[config.mk]
export PLATFORM = sky130hd
export DESIGN_NAME = seven_seg_scan_decoder
export DESIGN_NICKNAME = d
export VERILOG_FILES = /design/src/rtl/seven_seg_scan_decoder.sv
export SDC_FILE = /design/constraint.sdc
export NUM_CORES = 1
export LEC_CHECK = 0
export ABC_AREA = 0
export ABC_CLOCK_PERIOD_IN_PS = 3800
export CORE_MARGIN = 3
export CORE_UTILIZATION = 40
export CTS_BUF_LIST = sky130_fd_sc_hd__clkbuf_4 sky130_fd_sc_hd__clkbuf_8 sky130_fd_sc_hd__clkbuf_16
export CTS_CLUSTER_DIAMETER = 120
export CTS_CLUSTER_SIZE = 8
export DETAILED_ROUTE_END_ITERATION = 6
export SLEW_MARGIN = 25
export SYNTH_ARGS = -nofsm -noshare
export SYNTH_HDL_FRONTEND = slang
export SYNTH_SLANG_ARGS = --single-unit
[constraint.sdc]
create_clock -name clk -period 3.8 [get_ports clk]
set_input_delay 0.57 -clock clk [delete_from_list [all_inputs] [get_ports clk]]
set_output_delay 0.57 -clock clk [all_outputs]
set_load 0.01 [all_outputs]
[src/rtl/seven_seg_scan_decoder.sv]
// seven_seg_scan_decoder
// Watches a multiplexed seven-segment bus and recovers the BCD value shown on
// each digit. A {dig_sel,seg_in} pattern is accepted only after it has held
// steady for STABLE_CYCLES sampled cycles, so that scan transitions are not
// captured. Each accepted pattern with a one-hot digit select updates that
// digit's slot. A frame pulse is issued once every slot has been refreshed.
module seven_seg_scan_decoder #(
   parameter int unsigned NUM_DIGITS    = 4,
   parameter int unsigned STABLE_CYCLES = 4
) (
   input  logic                    clk,
   input  logic                    rst,
   input  logic [6:0]              seg_in,
   input  logic [NUM_DIGITS-1:0]   dig_sel,
   output logic [4*NUM_DIGITS-1:0] digits_out,
   output logic [NUM_DIGITS-1:0]   err_out,
   output logic                    sample_valid,
   output logic                    frame_valid
);

   localparam int unsigned SW = NUM_DIGITS + 7;
   localparam int unsigned CW = (STABLE_CYCLES < 2) ? 1 : $clog2(STABLE_CYCLES + 1);
   localparam logic [CW-1:0] CNT_LAST = CW'(STABLE_CYCLES - 1);
   localparam logic [CW-1:0] CNT_MAX  = CW'(STABLE_CYCLES);

   typedef enum logic [1:0] {
      IDLE,
      SETTLE,
      HOLD
   } state_t;

   state_t                  state;
   logic [SW-1:0]           s_reg;
   logic [CW-1:0]           cnt;
   logic [NUM_DIGITS-1:0]   frame_mask;

   logic [SW-1:0]           cur;
   logic                    match;
   logic [NUM_DIGITS-1:0]   s_sel;
   logic [6:0]              s_seg;
   logic                    sel_onehot;
   logic [3:0]              dec_val;
   logic                    dec_err;
   logic [NUM_DIGITS-1:0]   mask_merged;
   logic                    frame_done;
   logic                    capture;

   assign cur   = {dig_sel, seg_in};
   assign match = (cur == s_reg);
   assign s_sel = s_reg[SW-1:7];
   assign s_seg = s_reg[6:0];

   // Segment pattern to digit value; blank shows F without error.
   always_comb begin
      dec_val = 4'hF;
      dec_err = 1'b0;
      case (s_seg)
         7'h7E:   dec_val = 4'd0;
         7'h30:   dec_val = 4'd1;
         7'h6D:   dec_val = 4'd2;
         7'h79:   dec_val = 4'd3;
         7'h33:   dec_val = 4'd4;
         7'h5B:   dec_val = 4'd5;
         7'h5F:   dec_val = 4'd6;
         7'h70:   dec_val = 4'd7;
         7'h7F:   dec_val = 4'd8;
         7'h7B:   dec_val = 4'd9;
         7'h00:   dec_val = 4'hF;
         default: dec_err = 1'b1;
      endcase
   end

   // Capture qualification and frame-completion detection.
   always_comb begin
      sel_onehot  = $onehot(s_sel);
      capture     = (state == SETTLE) && match && (cnt == CNT_LAST);
      mask_merged = frame_mask | s_sel;
      frame_done  = &mask_merged;
   end

   // Sampling register, stability FSM and registered slot/flag outputs.
   // On the capture edge s_reg already equals the live inputs, so the decode
   // works from s_reg rather than the raw bus.
   always_ff @(posedge clk or posedge rst) begin
      if (rst) begin
         state        <= IDLE;
         s_reg        <= '0;
         cnt          <= '0;
         frame_mask   <= '0;
         digits_out   <= '0;
         err_out      <= '0;
         sample_valid <= 1'b0;
         frame_valid  <= 1'b0;
      end else begin
         s_reg        <= cur;
         sample_valid <= 1'b0;
         frame_valid  <= 1'b0;
         case (state)
            IDLE: begin
               if (!match) begin
                  state <= SETTLE;
                  cnt   <= '0;
               end
            end
            SETTLE: begin
               if (!match) begin
                  cnt <= '0;
               end else if (capture) begin
                  state <= HOLD;
                  cnt   <= CNT_MAX;
                  if (sel_onehot) begin
                     for (int unsigned i = 0; i < NUM_DIGITS; i++) begin
                        if (s_sel[i]) begin
                           digits_out[4*i +: 4] <= dec_val;
                           err_out[i]           <= dec_err;
                        end
                     end
                     sample_valid <= 1'b1;
                     if (frame_done) begin
                        frame_valid <= 1'b1;
                        frame_mask  <= '0;
                     end else begin
                        frame_mask  <= mask_merged;
                     end
                  end
               end else if (cnt < CNT_MAX) begin
                  cnt <= cnt + 1'b1;
               end
            end
            HOLD: begin
               if (!match) begin
                  state <= SETTLE;
                  cnt   <= '0;
               end
            end
            default: begin
               state <= IDLE;
               cnt   <= '0;
            end
         endcase
      end
   end

endmodule

Word-level counts from Yosys, hierarchy flattened
Cells that the tools add are included.
{"block": "op_classes", "n_reduce_logical": 14, "n_lt_le_gt_ge": 1, "addsub": 4, "eq_ne": 19, "muxes": 21, "n_bitwise": 1}
{"op": "7-bit equality test (second input constant)", "count": 8}
{"op": "4-bit one-hot mux with 10 select lines", "count": 1}
{"op": "5-bit AND reduction", "count": 4}
{"op": "7-bit by 6-bit equality test with 1-bit output (second input constant)", "count": 2}
{"op": "3-bit two-way mux", "count": 4}
{"op": "11-bit equality test", "count": 1}
{"op": "11-bit OR reduction", "count": 1}
{"op": "1-bit two-way mux", "count": 10}
{"op": "4-bit AND reduction", "count": 2}
{"op": "7-bit zero test", "count": 1}
{"op": "2-bit two-way mux", "count": 3}
{"op": "2-bit != test (second input constant)", "count": 3}
{"op": "3-bit one-hot mux with 2 select lines", "count": 1}
{"op": "1-bit by 1-bit adder with 2-bit output", "count": 2}
{"op": "4-bit two-way mux", "count": 1}
{"op": "4-bit by 3-bit != test with 1-bit output (second input constant)", "count": 1}
{"op": "4-bit bitwise OR", "count": 1}
{"op": "2-bit one-hot mux with 2 select lines", "count": 1}
{"op": "2-bit by 2-bit adder with 3-bit output", "count": 1}
{"op": "3-bit by 1-bit adder with 3-bit output (second input constant)", "count": 1}
{"op": "3-bit by 1-bit equality test with 1-bit output (second input constant)", "count": 1}
{"op": "3-bit by 2-bit equality test with 1-bit output (second input constant)", "count": 1}
{"op": "3-bit less-than comparator (second input constant)", "count": 1}
{"op": "3-bit AND reduction", "count": 1}
{"op": "6 further kinds", "count": 7}
{"block": "totals", "input_bits": 13, "ff_bits": 42}

Logic depth before layout (Yosys ltp)
Gate-level depths: netlist (run 1).
{"block": "depth", "word_depth": 7, "mapped_depth": 8, "depth_no_buf": 8}

Least setup slack after synthesis (run 1)
No wires, ideal clock.
{"block": "synth_timing", "kind": "flip-flop to flip-flop", "start": "reg s_reg[7]", "end": "reg digits_out[0]", "setup_time_ps": 125, "path_slack_ps": 1111, "required_ps": 3675, "period_less_slack_ps": 2689, "t_arrival_ps": 2564, "path_stages_with_launch": 9, "cell_sequence": "dfrtp_1 -> inv_1 -> fa_1 -> inv_1 -> ha_1 -> ha_1 -> nor4b_2 -> nand3_2 -> mux2_2"}
{"block": "synth_between", "elab_chain_cells": 4, "word_cells_on_any_way": 7}
{"item": "start, declared", "line": "33", "source": "logic [SW-1:0] s_reg;"}
{"item": "start signal, assigned", "line": "95", "source": "s_reg <= cur;"}
{"item": "1-bit by 1-bit adder with 2-bit output (not written as such) or 11-bit equality test (tied branches)", "line": "75, 49"}
{"item": "2-bit by 2-bit adder with 3-bit output (not written as such) or 1-bit logical AND (tied branches)", "line": "75, 76"}
{"item": "3-bit by 1-bit equality test with 1-bit output or 1-bit logical AND (tied branches)", "line": "75, 76"}
{"item": "5-bit AND reduction (no line) (*)"}
{"item": "end signal, assigned by index", "line": "114", "source": "digits_out[4*i +: 4] <= dec_val;"}
{"item": "end, declared", "line": "15", "source": "output logic [4*NUM_DIGITS-1:0] digits_out,"}
Every way passes the cells marked *; elsewhere a longest branch is shown, timed or not.
A chain may end at the register's enable or synchronous reset.

Final worst setup path (run 1)
{"block": "layout_timing", "start": "reg s_reg[7]", "end": "reg digits_out[8]"}
The elaborated chain is that of the path after synthesis.

==> out/results.ini, run 1 <==
[die]
core_mm2=0.004880
die_h_um=78.17
io_pins=35
dieArea_mm2=0.006110
chipWidth_um=78.17
rows=25
start_util_pct=42.69

[cts]
cts-resized-gates=0
cts_buffers=5
clk_pin_slew_worst_paths_ps=80
cts_max_path_buffers=2
worstSkewPairLatency_ps=290
postCtsHoldBufs=0
tritoncts=built
cts_sinks=42
root_buffer=clkbuf_8
cts.htree.levels=2
cts_post_setup_buffers_inserted=0

[sta]
fmax_mhz=339.6
finalCritPeriodShare_pct=77.49
finalHoldViolations=0
tns_ps=0
tightest_slew_ps=685.2
fin_ws_ps=855.2
fin_skew_ps=6.646
slew-limit-headroom_pct=54.20
finalMaxSlewViolations=0
fin_crit_ps=2945
setup_viol=0
rsz0062_at_grt=false
timing.hold.ws_ps=509.6

[power_and_ir_drop]
power_switching_mw=0.1848
p_leak_nw=1.289
power.share.clock_pct=40.2
switching_share_pct=21.10
internal_power_mw=0.6907
p_per_area_mw_per_mm2=341.0
vdd_ir_drop_max_mv=0.1785
p_seq_share_pct=53.3
comb_power_share_pct=6.6

[final_layout]
syn_to_final_growth_pct=23.24
fin_area_mm2=0.002567
n_antenna_cell=0
layout_common_cells=dfrtp_1 (42), clkdlybuf4s50_1 (34), inv_1 (25)
drive_above_1_share_pct=12.44
fin_nets=234
finalNonFillerCells=284
final_common_cell=dfrtp_1
nFillCells=460
largest_register_ffs=16

[routing]
drt_pass1_iterations=4
wire_per_inst_um=14.90
drc=0
wl_um=4231
viasPerCell=5.134
postRouteAntennaNets=0
drt-initial-drc-count=89
route.vias.total=1458

[logic_synthesis]
synth_top_area_cell=dfrtp_1
async_reset_ff_share_pct=100.0
synth_fp_nets=200
avgSynthCellArea_um2=11.45
yosys_most_used_dff=dfrtp_1
synth_edf_count=0
synth.area.top_cells=dfrtp_1 (50%), mux2i_1 (5.8%), xor2_1 (5.0%)
synth_area_mm2=0.002083
netlist-cell-type-count=49
yosys_warnings=0
yosysSeqAreaShare_pct=50.45
yosysTopAreaCellShare_pct=50.45
syn_inst=182
synth_seq_cells=42

[placed_design]
place_congestion=0.7875
portBuffers=34
dpl.hpwl_um=3199
dpl-instance-area_mm2=0.002454
dpl_worst_slack_ps=878.7
dp_cells=276

[critical_path]
crit_arrival_ps=3120
critical_path_class=flop to flop
worst_ep_required_time_ps=3980
cp_max_fo=6
worstSetupStartpointType=flop
crit_path_end_kind=flop

[worst_hold_path]
hp-class=flop to flop

[global_route]
grt_use_total_pct=15.25
grt_pass1_wl_um=7251
grt-ovfl-total=0
grt_pass1_vias=1461
antenna_found_initial=0
grt_max_degree=43

[run]
maxCapViolCount=0

[status]
status=completed

==> final timing paths <==
path | from | to | slack (ps) | depth (start not counted)
max | s_reg[7]$_DFF_PP0_ | digits_out[8]$_DFFE_PP0P_ | 860 | 8
min | digits_out[13]$_DFFE_PP0P_ | digits_out[13]$_DFFE_PP0P_ | 510 | 1
max reg2reg | s_reg[7]$_DFF_PP0_ | digits_out[8]$_DFFE_PP0P_ | 860 | 8
min reg2reg | digits_out[13]$_DFFE_PP0P_ | digits_out[13]$_DFFE_PP0P_ | 510 | 1
max in group asynchronous | rst | cnt[1]$_DFFE_PP0P_ | 2720 | 3
min in group asynchronous | rst | s_reg[4]$_DFF_PP0_ | 710 | 3
==> power by group through the flow <==
stage          logic (mW)  clock network [mW]  registers [mW]
3_5_place_dp       0.0581                   0           0.475
6_report           0.0573               0.352           0.466
4_1_cts            0.0591               0.364           0.466
2_1_floorplan      0.0450                   0           0.466
3_3_place_gp       0.0566                   0           0.474
5_1_grt            0.0657               0.387           0.468
==> worst max-delay path: stages, from the launching register on <==
cell     delay (ps)
dfrtp_1         410
inv_1            80
fa_1            540
inv_1            50
ha_1            170
ha_1            280
nor4b_2         650
nand3_2         310
mux2_2          340
==> layout make-up <==
cell class                      instances  area, µm²  area share, %
Timing Repair Buffer                   35      347.8          13.55
Clock inverter                          1      30.03          1.170
Tap cell                               67      83.83          3.265
Inverter                               25      93.84          3.655
Multi-Input combinational cell        107      877.1          34.16
Clock buffer                            7      83.83          3.265
Sequential cell                        42       1051          40.94
==> cell usage after synthesis (2+ instances only) <==
master	count
dfrtp_1	42
inv_1	25
mux2i_1	12
xor2_1	12
mux2_2	8
nand3_1	6
nor2_1	6
nand3_2	5
a21boi_0	4
buf_2	4
ha_1	4
nand2_1	3
nand3b_1	3
nand4_1	3
o22ai_1	3
a22oi_1	2
a32oi_1	2
nand2b_1	2
nand4b_1	2
nor3_1	2
o21ai_0	2
or3_1	2
or4_1	2
==> logic make-up (layout without fill, tap and decap cells) <==
group | after synthesis | in the layout | share of synthesized area, %
AO/OA/AOI/OAI | 20 | 20 | 7.147
adder cells (fa/ha/maj) | 5 | 5 | 3.363
buffers and inverters | 33 | 68 | 7.448
flip-flops | 42 | 42 | 50.45
multiplexers | 20 | 20 | 10.09
AND/OR/NAND/NOR | 50 | 50 | 16.46
XOR/XNOR | 12 | 12 | 5.045
==> layer usage <==
layer	share of wire [%]	vias up	GRT usage (%)
li1	-	697	-
met1	46	726	20.53
met2	49	29	23.89
met3	3.9	6	4.358
met4	1.3	0	4.720
met5	0	-	0
==> stage by stage <==
stage,total power [mW],utilization [%]
finish,0.8755,52.62
global route,0.9208,52.62
CTS,0.8893,52.62
detailed placement,0.5329,50.28
global placement,0.5310,50.28
floorplan,0.5108,-
Power figures use the tool's default switching activity.
==> inputs of run 2 (changes only) <==
Settings changed: ABC_CLOCK_PERIOD_IN_PS 3800 to 2470, PLACE_DENSITY from default to 0.65.
Clock period 3.8 ns to 2.47 ns, I/O delays scaled along.
==> run 2 against run 1 <==
  * Clock power increased by 28%
  * Fmax increased by 23%
  * Non-clock buffer count increased by 9
  * Sequential power increased by 53%
  * Clock skew increased by 5.9 ps
  * Core utilization increased by 1.9 points
  * Count of clock-buffer cells in the layout decreased by 1
  * Critical path type unchanged
  * Highest routed layer unchanged
==> out/results.ini, run 2 (synthesis gave the netlist of run 1 again) <==
[critical_path]
worst_ep_required_time_ps=2650
critical_path_class=flop to flop
crit_path_end_kind=flop
crit_family=adder cells
path_buf_inv=3
r2r-start=s_reg[7]$_DFF_PP0_
crit_arrival_ps=2570
cp_max_fo=6
path_cells=inv_1, fa_1, inv_1, ha_4, ha_4, nor4b_4, buf_6, nand3_2, mux2_2
slowest_delay_ps=530
worstSetupStartpointType=flop
critPathSlowestCell=fa_1
crit_start=s_reg[7]$_DFF_PP0_

[final_layout]
layout_common_cells=dfrtp_1 (42), clkdlybuf4s50_1 (34), inv_1 (25)
finalNonFillerCells=293
fin_area_mm2=0.002663
post-route-util_pct=54.56
syn_to_final_growth_pct=27.81
n_antenna_cell=0
fin_nets=243
drive_above_1_share_pct=17.26
largest_register_ffs=16
final_common_cell=dfrtp_1
nFillCells=460

[power_and_ir_drop]
power.share.clock_pct=35.5
p_seq_share_pct=56.0
internal_power_mw=0.9598
p_per_area_mw_per_mm2=478.7
vdd_ir_drop_max_mv=0.2974
switching_share_pct=24.70
power_switching_mw=0.3148
p_leak_nw=1.332
comb_power_share_pct=8.6
design_power_total_mw=1.275

[routing]
postRouteAntennaNets=0
drt-initial-drc-count=63
wl_um=4240
drc=0
viasPerCell=4.891
route.vias.total=1433
wire_per_inst_um=14.47
drt_pass1_iterations=4

[placed_design]
dpl.hpwl_um=3101
place_congestion=0.7549
dpl_worst_slack_ps=14.97
dpl-instance-area_mm2=0.002561
portBuffers=34
dp_cells=285

[cts]
cts_buffers=5
cts_sinks=42
cts_max_path_buffers=2
tritoncts=built
worstSkewPairLatency_ps=300
cts.htree.levels=2
root_buffer=clkbuf_8
clk_pin_slew_worst_paths_ps=90
cts_post_setup_buffers_inserted=0

[die]
rows=25
core_mm2=0.004880
dieArea_mm2=0.006110
die_h_um=78.17
io_pins=35
start_util_pct=42.69
chipWidth_um=78.17

[sta]
timing.hold.ws_ps=495.9
finalHoldViolations=0
tightest_slew_ps=536.9
finalCritPeriodShare_pct=96.88
finalMaxSlewViolations=0
fmax_mhz=417.9
fin_skew_ps=12.60
tns_ps=0
rsz0062_at_grt=true
slew-limit-headroom_pct=64.21
fin_crit_ps=2393
setup_viol=0
fin_ws_ps=77.16

[run]
maxCapViolCount=0

[global_route]
grt_pass1_vias=1488
grt_use_total_pct=15.38
grt_max_degree=43
grt_pass1_wl_um=7362
antenna_found_initial=0
grt-ovfl-total=0

[status]
status=completed

[worst_hold_path]
hp-class=input port to asynchronous set/reset pin

[run 2: final timing paths]
check / end / slack, ps / cells after the start
worst max-delay path: digits_out[8]$_DFFE_PP0P_ / 80 / 9
worst min-delay path: cnt[1]$_DFFE_PP0P_ / 500 / 3
worst max register to register: digits_out[8]$_DFFE_PP0P_ / 80 / 9
worst min register to register: digits_out[5]$_DFFE_PP0P_ / 510 / 1
max in group asynchronous: s_reg[0]$_DFF_PP0_ / 1590 / 3
min in group clk: digits_out[5]$_DFFE_PP0P_ / 510 / 1
[run 2: power by group through the flow]
stage,Combinational [mW],Sequential (mW),Clock (mW)
global route,0.125,0.715,0.493
finish,0.109,0.713,0.452
global placement,0.110,0.726,0
detailed placement,0.111,0.727,0
CTS,0.112,0.713,0.469
floorplan,0.0800,0.717,0
[run 2: cell type report]
class | instances | area [µm²] | area share (%)
Timing Repair Buffer | 44 | 419.2 | 15.74
Clock inverter | 2 | 13.76 | 0.5169
Sequential cell | 42 | 1051 | 39.47
Multi-Input combinational cell | 107 | 924.6 | 34.73
Tap cell | 67 | 83.83 | 3.149
Clock buffer | 6 | 76.32 | 2.867
Inverter | 25 | 93.84 | 3.524
[run 2: tightest hold or removal path, delay by kind of cell]
family	cells	cell delay, ps
buf+inv	3	880
[run 2: what timing repair did]
| action | CTS | global route |
|---|---|---|
| hold buffers | 0 | 0 |
| hold endpoints to repair | 0 | 0 |
| resized for setup | 0 | 3 |
| setup endpoints to repair | 0 | 7 |
[run 2: metal layers]
| metal | GRT usage [%] | vias up | part of all wire (%) |
|---|---|---|---|
| li1 | - | 717 | - |
| met4 | 4.196 | 0 | 0.64 |
| met2 | 23.89 | 16 | 48 |
| met5 | 0 | - | 0 |
| met1 | 21.40 | 698 | 48 |
| met3 | 3.899 | 2 | 3.1 |
